$ cat src/rtl/mult_pkg.sv
// Shared types and helpers for the shift-add multiplier control path.
package mult_pkg;

    localparam int unsigned DEFAULT_WIDTH = 4;

    typedef enum logic [2:0] {
        IDLE    = 3'd0,
        LOAD    = 3'd1,
        EXAMINE = 3'd2,
        SHIFT   = 3'd3,
        DONE    = 3'd4
    } seq_state_t;

    typedef struct packed {
        logic load;
        logic shift;
        logic busy;
        logic ready;
        logic done;
    } seq_outs_t;

    // Next-state rule; unreachable encodings fall back to IDLE.
    function automatic seq_state_t seq_next(seq_state_t s, logic start, logic last);
        seq_state_t n;
        n = IDLE;
        case (s)
            IDLE:    n = start ? LOAD : IDLE;
            LOAD:    n = EXAMINE;
            EXAMINE: n = SHIFT;
            SHIFT:   n = last ? DONE : EXAMINE;
            DONE:    n = start ? LOAD : DONE;
            default: n = IDLE;
        endcase
        return n;
    endfunction

    // Moore output decode for a given state.
    function automatic seq_outs_t seq_outs(seq_state_t s);
        seq_outs_t o;
        o = '0;
        o.load  = (s == LOAD);
        o.shift = (s == SHIFT);
        o.busy  = (s == LOAD) || (s == EXAMINE) || (s == SHIFT);
        o.ready = (s == IDLE) || (s == DONE);
        o.done  = (s == DONE);
        return o;
    endfunction

endpackage

$ cat src/rtl/mult_iter_counter.sv
// Iteration counter for the multiplier sequencer; flags the final iteration.
module mult_iter_counter #(
    parameter int unsigned WIDTH = mult_pkg::DEFAULT_WIDTH
) (
    input  logic clk,
    input  logic reset,
    input  logic clr,
    input  logic inc,
    output logic last
);

    localparam int unsigned CNT_W = $clog2(WIDTH);

    logic [CNT_W-1:0] count;

    // Saturates at WIDTH-1 so the count never wraps.
    always_ff @(posedge clk) begin
        if (reset || clr) begin
            count <= '0;
        end else if (inc && !last) begin
            count <= count + CNT_W'(1);
        end
    end

    assign last = (count == CNT_W'(WIDTH - 1));

endmodule

$ cat src/rtl/mult_sequencer.sv
// Control FSM for the shift-add multiplier: sequences LOAD, ADD and SHIFT
// on the {carry, sum, multiplier} register and offers a start/ready/done handshake.
module mult_sequencer
    import mult_pkg::*;
#(
    parameter int unsigned WIDTH = DEFAULT_WIDTH
) (
    input  logic clk,
    input  logic reset,
    input  logic start,
    input  logic q0,
    output logic LOAD,
    output logic ADD,
    output logic SHIFT,
    output logic busy,
    output logic ready,
    output logic done
);

    seq_state_t state;
    seq_state_t state_nxt;
    seq_outs_t  outs_nxt;
    logic       last;
    logic       cnt_clr;
    logic       cnt_inc;

    assign cnt_clr = (state == mult_pkg::LOAD);
    assign cnt_inc = (state == mult_pkg::SHIFT);

    mult_iter_counter #(
        .WIDTH (WIDTH)
    ) u_iter_counter (
        .clk   (clk),
        .reset (reset),
        .clr   (cnt_clr),
        .inc   (cnt_inc),
        .last  (last)
    );

    assign state_nxt = seq_next(state, start, last);
    assign outs_nxt  = seq_outs(state_nxt);

    // State and registered Moore outputs move together so outputs track state exactly.
    always_ff @(posedge clk) begin
        if (reset) begin
            state <= mult_pkg::IDLE;
            LOAD  <= 1'b0;
            SHIFT <= 1'b0;
            busy  <= 1'b0;
            ready <= 1'b1;
            done  <= 1'b0;
        end else begin
            state <= state_nxt;
            LOAD  <= outs_nxt.load;
            SHIFT <= outs_nxt.shift;
            busy  <= outs_nxt.busy;
            ready <= outs_nxt.ready;
            done  <= outs_nxt.done;
        end
    end

    // Only Mealy output: add the multiplicand when the current multiplier LSB is set.
    assign ADD = (state == mult_pkg::EXAMINE) & q0;

endmodule

$ cat config.mk
export PLATFORM = sky130hd
export DESIGN_NAME = mult_sequencer
export DESIGN_NICKNAME = d
export VERILOG_FILES = /design/src/rtl/mult_pkg.sv /design/src/rtl/mult_iter_counter.sv /design/src/rtl/mult_sequencer.sv
export SDC_FILE = /design/constraint.sdc
export NUM_CORES = 1
export LEC_CHECK = 0
export CAP_MARGIN = 20
export CORE_AREA = 3 3 40 42
export CTS_BUF_LIST = sky130_fd_sc_hd__clkbuf_8 sky130_fd_sc_hd__clkbuf_16
export CTS_CLUSTER_DIAMETER = 200
export DETAILED_ROUTE_END_ITERATION = 10
export DIE_AREA = 0 0 43 45
export PLACE_DENSITY = 0.5
export SLEW_MARGIN = 20
export SYNTH_ARGS = -nofsm -noshare
export SYNTH_HDL_FRONTEND = slang
export SYNTH_SLANG_ARGS = --single-unit
$ cat constraint.sdc
create_clock -name clk -period 1.3 [get_ports clk]
set_input_delay 0.195 -clock clk [delete_from_list [all_inputs] [get_ports clk]]
set_output_delay 0.195 -clock clk [all_outputs]
set_load 0.005 [all_outputs]
==> impl_results.rst, run 1 <==
.. list-table::
   :header-rows: 1

   * - Metric
     - Value
   * - DRT Pass-1 Iters
     - 2
   * - Startpoint of the most critical setup path
     - state[1]$_SDFF_PP0_
   * - Count of unresolved DRC violations after routing
     - 0
   * - Aggregate routed wire length
     - 864 um
   * - Total power of the final layout
     - 752.2 uW
   * - Final Skew
     - 3.953 ps
   * - Data required, critical path
     - 1110 ps
   * - Final period demand of the worst path
     - 1279 ps
   * - # Max-Cap Violations
     - 0
   * - Detailed Place HPWL
     - 645.7 um
   * - Post-synthesis area per instance
     - 10.11 um2
   * - Global router's overall resource usage
     - 10.03%
   * - Number of CTS-inserted buffers
     - 3
   * - Post-route design area
     - 620.6 um2
   * - Commonest cells after routing, fill and taps aside
     - sky130_fd_sc_hd__clkdlybuf4s50_1 (8), sky130_fd_sc_hd__dfxtp_1 (7), sky130_fd_sc_hd__buf_4 (7)
   * - Critical path type
     - register to primary output
   * - Antenna cell count
     - 0
   * - Number of synthesized register bits
     - 10
   * - Largest cells by area after synthesis
     - sky130_fd_sc_hd__dfxtp_1 (51%), sky130_fd_sc_hd__a21oi_1 (6.3%), sky130_fd_sc_hd__nor3b_1 (3.8%), sky130_fd_sc_hd__ha_1 (3.2%), sky130_fd_sc_hd__nand2b_1 (3.2%)
   * - Post-synthesis net count
     - 44
   * - Num rows
     - 13
   * - Category of the worst setup path capture point
     - primary output
   * - Register-to-Register Setup Slack
     - 40 ps
   * - Post-placement cell area
     - 549.3 um2
   * - Yosys warns
     - 0
   * - CTS Hold Buffers Added
     - 0
   * - Areal power density over the cells
     - 1212 mW/mm2
   * - Pin slew with the least headroom to its limit
     - 239.3 ps
   * - Max Fanout on Critical Path
     - 2
   * - Post-synthesis cell count
     - 39
   * - Vias in the first global route
     - 364
   * - Number of sinks handled by clock tree synthesis
     - 10
   * - Count of cells along the worst hold path
     - 2
   * - Buffer type at the clock tree root
     - sky130_fd_sc_hd__clkbuf_8
   * - Detailed-route via count
     - 352
   * - Pre-CTS setup slack
     - -250.3 ps
   * - Hold path startpoint
     - u_iter_counter.count[0]$_SDFFE_PP0N_
   * - R2R Path Start
     - u_iter_counter.count[0]$_SDFFE_PP0N_
   * - Worst hold path class
     - register to register
   * - Global-route wire length before repair
     - 1414 um
   * - Peak Freq
     - 0.7820 GHz
   * - Placer Congestion
     - 0.7138
   * - Buffer levels on the longest clock path
     - 2
   * - Post-layout nets
     - 64
   * - Number of flops mapped to enable cells by yosys
     - 0
   * - Finish-stage setup viols
     - 0
   * - Number of antenna violations at the first check in global routing
     - 0
   * - Count of non-filler cells in the finished layout
     - 72
   * - Status
     - completed
   * - Total of buffers placed on input and output ports
     - 9
   * - Proportion of netlist area held by the largest area contributor
     - 50.79%
   * - Final number of hold-violating endpoints
     - 0
   * - TNS Setup
     - 0 ps
   * - Area delta synth->final
     - 57.46%
   * - Vias per cell
     - 4.889
   * - Largest net degree at the start of global routing
     - 9
   * - Effective utilization at floorplan
     - 30.67%
   * - Number of top-level pins
     - 10
   * - Static leakage
     - 0.2445 nW
   * - Arrival time at the worst endpoint
     - 1080 ps
   * - Most frequent standard cell in the layout excluding fill and tap cells
     - sky130_fd_sc_hd__clkdlybuf4s50_1
   * - Die Area
     - 0.001935 mm2
   * - Latest clock arrival within the worst-skew pair
     - 230 ps
   * - Worst Hold End
     - u_iter_counter.count[0]$_SDFFE_PP0N_
   * - Worst vdd rail ir drop
     - 0.6192 mV
   * - Worst reg2reg path endpoint
     - u_iter_counter.count[0]$_SDFFE_PP0N_
   * - Cell taking the most area after synthesis
     - sky130_fd_sc_hd__dfxtp_1
   * - Fill cell total of the finished layout
     - 125
   * - # placed instances
     - 67
   * - Remaining number of nets flagged by the antenna check after routing
     - 0
   * - Die Span X
     - 43 um
   * - Die Height
     - 45 um
   * - Register area share after synthesis
     - 50.79%
   * - Worst-case headroom to the max-slew limit
     - 83.88%
   * - Setup repair after global routing missed its margin
     - true
   * - Initial drt markers
     - 5
   * - Overflow after GRT
     - 0
   * - Max H-tree Level
     - 1
   * - Pins over their slew limit
     - 0
   * - Post-synth ARST share
     - 0%
   * - Core region area
     - 0.001285 mm2
   * - Most instantiated flip-flop cell in the synthesis netlist
     - sky130_fd_sc_hd__dfxtp_1
   * - Least setup slack across all paths after layout
     - 21.27 ps
   * - FF-to-FF path depth
     - 3
   * - CTS tree
     - yes
   * - Library cells used by synthesis
     - 23
   * - Element type at the critical path start
     - register
   * - Final cycle utilization of the critical path
     - 98.36%
   * - Area of the mapped netlist
     - 394.1 um2
   * - Clock-pin slew on the worst setup and hold paths
     - 40 ps
   * - Fraction of final layout cells with drive strength greater than 1
     - 36.84%
   * - Mean routed wirelength per cell
     - 12.00 um
==> repair_timing <==
action,CTS,global route
resized for setup,5,6
hold endpoints to repair,0,0
buffers inserted,1,1
endpoints found under the setup margin,1,3
pin swaps,1,0
==> stage by stage <==
| step | util [%] | hold WS [ps] |
|---|---|---|
| finish | 48.30 | 520.1 |
| global route | 48.30 | 540.5 |
| CTS | 46.54 | 511.3 |
| detailed placement | 42.75 | 505.4 |
| global placement | 42.75 | 459.5 |
| floorplan | - | 324.3 |
==> cell usage after synthesis (all sizes together), types with 2 or more instances <==
master,instances
nor3b,2
a21oi,5
dfxtp,10
o21ai,2
nand2b,2
==> power breakdown <==
| group | leakage, nW | internal [mW] | switching (mW) |
|---|---|---|---|
| registers | 0.0832 | 0.326 | 0.00804 |
| clock network | 0.0216 | 0.201 | 0.0996 |
| logic | 0.140 | 0.0714 | 0.0459 |
==> critical path: stages (launching register included) <==
cell	delay, ps
sky130_fd_sc_hd__dfxtp_2	320
sky130_fd_sc_hd__or2b_1	260
sky130_fd_sc_hd__nor3b_2	150
sky130_fd_sc_hd__buf_2	130
==> worst max-delay path by stage <==
stage	endpoint	slack, ps	depth (start not counted)
after floorplan	u_iter_counter.count[1]$_SDFFE_PP0N_	90	3
after global placement	ADD	-240	3
after detailed placement	ADD	-250	3
after CTS	ADD	10	3
after global routing	ADD	-50	3
final	ADD	20	3
==> final cells by class <==
type,instances,area (um2),share of cell area (%)
well taps,15,18.77,3.024
clock buffers,3,41.29,6.653
multi-input cells,27,198.9,32.06
repair buffers,17,157.7,25.40
flip-flops and latches,10,203.9,32.86
==> cells by family after synthesis <==
group                      share of synthesized area (%)
AOI/OAI and AO/OA                                  15.24
adders and majority gates                          3.174
and+or+nand+nor                                    27.94
DFF                                                50.79
buffers and inverters                              2.857
==> registers in the layout, indices dropped and copies added (netlist names) <==
signal / cells
u_iter_counter.count: 2
done: 1
SHIFT: 1
busy: 1
state: 3
LOAD: 1
ready: 1
==> routing by layer <==
metal / vias up / global-route usage, % / share of wire [%]
met3: 0 / 2.789 / 6.6
met1: 166 / 10.73 / 41
met5: - / 0 / 0
met2: 8 / 17.07 / 52
li1: 178 / - / -
met4: 0 / 7.229 / 0
Power figures use the tool's default switching activity.
==> run 2, diff against run 1 <==
--- a/config.mk
+++ b/config.mk
@@ -7,11 +7,12 @@
 export LEC_CHECK = 0
 export CAP_MARGIN = 20
 export CORE_AREA = 3 3 40 42
-export CTS_BUF_LIST = sky130_fd_sc_hd__clkbuf_8 sky130_fd_sc_hd__clkbuf_16
+export CTS_BUF_LIST = sky130_fd_sc_hd__clkbuf_8
 export CTS_CLUSTER_DIAMETER = 200
+export CTS_CLUSTER_SIZE = 28
 export DETAILED_ROUTE_END_ITERATION = 10
 export DIE_AREA = 0 0 43 45
-export PLACE_DENSITY = 0.5
+export PLACE_DENSITY = 0.52
 export SLEW_MARGIN = 20
 export SYNTH_ARGS = -nofsm -noshare
 export SYNTH_HDL_FRONTEND = slang
==> constraint.sdc (replaced) <==
create_clock -name clk -period 1.12 [get_ports clk]
set_input_delay 0.168 -clock clk [delete_from_list [all_inputs] [get_ports clk]]
set_output_delay 0.168 -clock clk [all_outputs]
set_load 0.005 [all_outputs]
==> impl_results.rst, run 2 (same netlist as run 1, synthesis figures left out) <==
.. list-table::
   :header-rows: 1

   * - Metric
     - Value
   * - Buffer levels on the longest clock path
     - 2 (unchanged)
   * - Count of non-filler cells in the finished layout
     - 72 (unchanged)
   * - Total power of the final layout
     - 958.6 uW (was 752.2 uW)
   * - Internal power
     - 755.4 uW (was 598.7 uW)
   * - Pin slew with the least headroom to its limit
     - 265.6 ps (was 239.3 ps)
   * - Pins over their slew limit
     - 0 (unchanged)
   * - Remaining number of nets flagged by the antenna check after routing
     - 0 (unchanged)
   * - Num rows
     - 13 (unchanged)
   * - Post-route design area
     - 640.6 um2 (was 620.6 um2)
   * - Worst hold path class
     - register to register (unchanged)
   * - Sequential cell area
     - 210.2 um2 (was 203.9 um2)
   * - Commonest cells after routing, fill and taps aside
     - sky130_fd_sc_hd__buf_4 (7), sky130_fd_sc_hd__dfxtp_1 (6), sky130_fd_sc_hd__dlygate4sd2_1 (5) (was sky130_fd_sc_hd__clkdlybuf4s50_1 (8), sky130_fd_sc_hd__dfxtp_1 (7), sky130_fd_sc_hd__buf_4 (7))
   * - Vias in the first global route
     - 363 (was 364)
   * - Met2 usage in global routing
     - 16.47% (was 17.07%)
   * - Die Span X
     - 43 um (unchanged)
   * - Total of buffers placed on input and output ports
     - 9 (unchanged)
   * - Combined area of the multi-input logic cells
     - 225.2 um2 (was 198.9 um2)
   * - Category of the worst setup path capture point
     - primary output (unchanged)
   * - Met1 layer usage reported by global route
     - 11.62% (was 10.73%)
   * - Core region area
     - 0.001285 mm2 (unchanged)
   * - Global router's overall resource usage
     - 10.93% (was 10.03%)
   * - Number of top-level pins
     - 10 (unchanged)
   * - Setup repair after global routing missed its margin
     - true (unchanged)
   * - Number of antenna violations at the first check in global routing
     - 0 (unchanged)
   * - Overflow after GRT
     - 0 (unchanged)
   * - Final number of hold-violating endpoints
     - 0 (unchanged)
   * - Most frequent standard cell in the layout excluding fill and tap cells
     - sky130_fd_sc_hd__buf_4 (was sky130_fd_sc_hd__clkdlybuf4s50_1)
   * - Detailed Place HPWL
     - 667.4 um (was 645.7 um)
   * - DRT Pass-1 Iters
     - 4 (was 2)
   * - Fill cell total of the finished layout
     - 121 (was 125)
   * - Data required, critical path
     - 950 ps (was 1110 ps)
   * - Global-route wire length before repair
     - 1511 um (was 1414 um)
   * - Number of sinks handled by clock tree synthesis
     - 10 (unchanged)
   * - Areal power density over the cells
     - 1496 mW/mm2 (was 1212 mW/mm2)
   * - Worst vdd rail ir drop
     - 0.7046 mV (was 0.6192 mV)
   * - Element type at the critical path start
     - register (unchanged)
   * - Biggest registers after layout
     - state (3), u_iter_counter.count (2) (unchanged)
   * - Static leakage
     - 0.2623 nW (was 0.2445 nW)
   * - Initial drt markers
     - 5 (unchanged)
   * - CTS Hold Buffers Added
     - 0 (unchanged)
   * - Antenna cell count
     - 0 (unchanged)
   * - Max Fanout on Critical Path
     - 2 (unchanged)
   * - Mean routed wirelength per cell
     - 12.19 um (was 12.00 um)
   * - Worst-case headroom to the max-slew limit
     - 82.23% (was 83.88%)
   * - Arrival time at the worst endpoint
     - 1070 ps (was 1080 ps)
   * - Post-placement cell area
     - 558.0 um2 (was 549.3 um2)
   * - Fraction of final layout cells with drive strength greater than 1
     - 43.86% (was 36.84%)
   * - Largest register FFs
     - 3 (unchanged)
   * - Number of CTS-inserted buffers
     - 3 (unchanged)
   * - Met3 track demand over resource in global routing
     - 5.179% (was 2.789%)
   * - Failing checks
     - negative setup slack
   * - Reg with most FFs
     - state (unchanged)
   * - Final Skew
     - 0.3254 ps (was 3.953 ps)
   * - Die Height
     - 45 um (unchanged)
   * - Largest net degree at the start of global routing
     - 10 (was 9)
   * - Share of total power in sequential cells
     - 40.8% (was 44.5%)
   * - Final Util
     - 49.85% (was 48.30%)
   * - Post-layout nets
     - 63 (was 64)
   * - Aggregate routed wire length
     - 878 um (was 864 um)
   * - # Max-Cap Violations
     - 0 (unchanged)
   * - Final period demand of the worst path
     - 1239 ps
   * - Max H-tree Level
     - 1 (unchanged)
   * - Latest clock arrival within the worst-skew pair
     - 230 ps (about the same)
   * - Clock-pin slew on the worst setup and hold paths
     - 50 ps (was 40 ps)
   * - CTS tree
     - yes (unchanged)
   * - Vias per cell
     - 5.056 (was 4.889)
   * - Net Sw Power
     - 203.2 uW (was 153.5 uW)
   * - Critical path type
     - register to primary output (unchanged)
   * - Effective utilization at floorplan
     - 30.67% (unchanged)
   * - Buffer type at the clock tree root
     - sky130_fd_sc_hd__clkbuf_8 (unchanged)
   * - Least setup slack across all paths after layout
     - -119.3 ps (was 21.27 ps)
   * - Peak Freq
     - 0.8069 GHz
   * - # placed instances
     - 68 (was 67)
   * - Die Area
     - 0.001935 mm2 (unchanged)
   * - GRT Max-Usage Layer
     - met2 (unchanged)
   * - Count of unresolved DRC violations after routing
     - 0 (unchanged)
   * - Detailed-route via count
     - 364 (was 352)
   * - Finish-stage setup viols
     - 3 (was 0)
   * - Final cycle utilization of the critical path
     - 110.7%
   * - Net switching share of the total power
     - 21.20% (was 20.41%)
   * - Placer Congestion
     - 0.7520 (was 0.7138)
   * - Gate power share
     - 12.6% (was 15.6%)
   * - Status
     - finished with violations (was completed)
   * - Post-CTS setup-driven buffer insertion count
     - 0 (was 1)
   * - Clock Power Share
     - 46.6% (was 39.9%)
   * - Area delta synth->final
     - 62.54% (was 57.46%)
## run 2: power by group through the flow
stage / clock, mW / combinational, mW / sequential [mW]
5_1_grt: 0.493 / 0.132 / 0.394
3_5_place_dp: 0 / 0.116 / 0.398
2_1_floorplan: 0 / 0.0522 / 0.395
3_3_place_gp: 0 / 0.112 / 0.397
6_report: 0.447 / 0.121 / 0.391
4_1_cts: 0.464 / 0.117 / 0.393
## run 2: path summary, 6_finish.rpt
check | start | to | slack (ps) | cells after the start
setup / recovery | state[1]$_SDFF_PP0_ | ADD | -120 | 3
hold / removal | state[0]$_SDFF_PP0_ | state[0]$_SDFF_PP0_ | 500 | 1
setup reg to reg | u_iter_counter.count[0]$_SDFFE_PP0N_ | u_iter_counter.count[1]$_SDFFE_PP0N_ | -90 | 3
hold reg to reg | state[0]$_SDFF_PP0_ | state[0]$_SDFF_PP0_ | 500 | 1
## run 2: layout make-up
cell class / instances / share of cell area, %
multi-input combinational: 27 / 35.16
tap: 15 / 2.930
clock buffer: 4 / 8.594
timing repair buffer: 16 / 20.51
sequential: 10 / 32.81
## run 2: worst max-delay path: stages, from the launching register on
cell	delay, ps
sky130_fd_sc_hd__dfxtp_2	310
sky130_fd_sc_hd__or2b_1	250
sky130_fd_sc_hd__nor3b_2	150
sky130_fd_sc_hd__buf_2	130
## run 2: per-layer routing
metal  wire (um)  vias to the layer above
li1            -                      180
met1         343                      172
met2         436                       10
met3          70                        2
met4          27                        0
met5           0                        -
## run 2: what timing repair did
item / in CTS / in global routing
gates resized for setup: 16 / 7
gates cloned: 0 / 0
setup endpoints to repair: 11 / 4
pin swaps: 2 / 2
## run 2: stage by stage
stage	TNS, ps	hold WS (ps)	setup WS, ps
floorplan	-31.87	297.3	-31.87
global placement	-527.4	493.4	-364.8
detailed placement	-725.4	494.3	-378.5
CTS	-284.8	503.0	-145.0
global route	-407.2	512.8	-200.3
finish	-274.8	497.2	-119.3
==> run 3, diff against run 2 <==
--- a/config.mk
+++ b/config.mk
@@ -5,7 +5,7 @@
 export SDC_FILE = /design/constraint.sdc
 export NUM_CORES = 1
 export LEC_CHECK = 0
-export CAP_MARGIN = 20
+export CAP_MARGIN = 10
 export CORE_AREA = 3 3 40 42
 export CTS_BUF_LIST = sky130_fd_sc_hd__clkbuf_8
 export CTS_CLUSTER_DIAMETER = 200
==> results of run 3 <==
The final DEF is identical to that of run 2; final timing and power are the same.
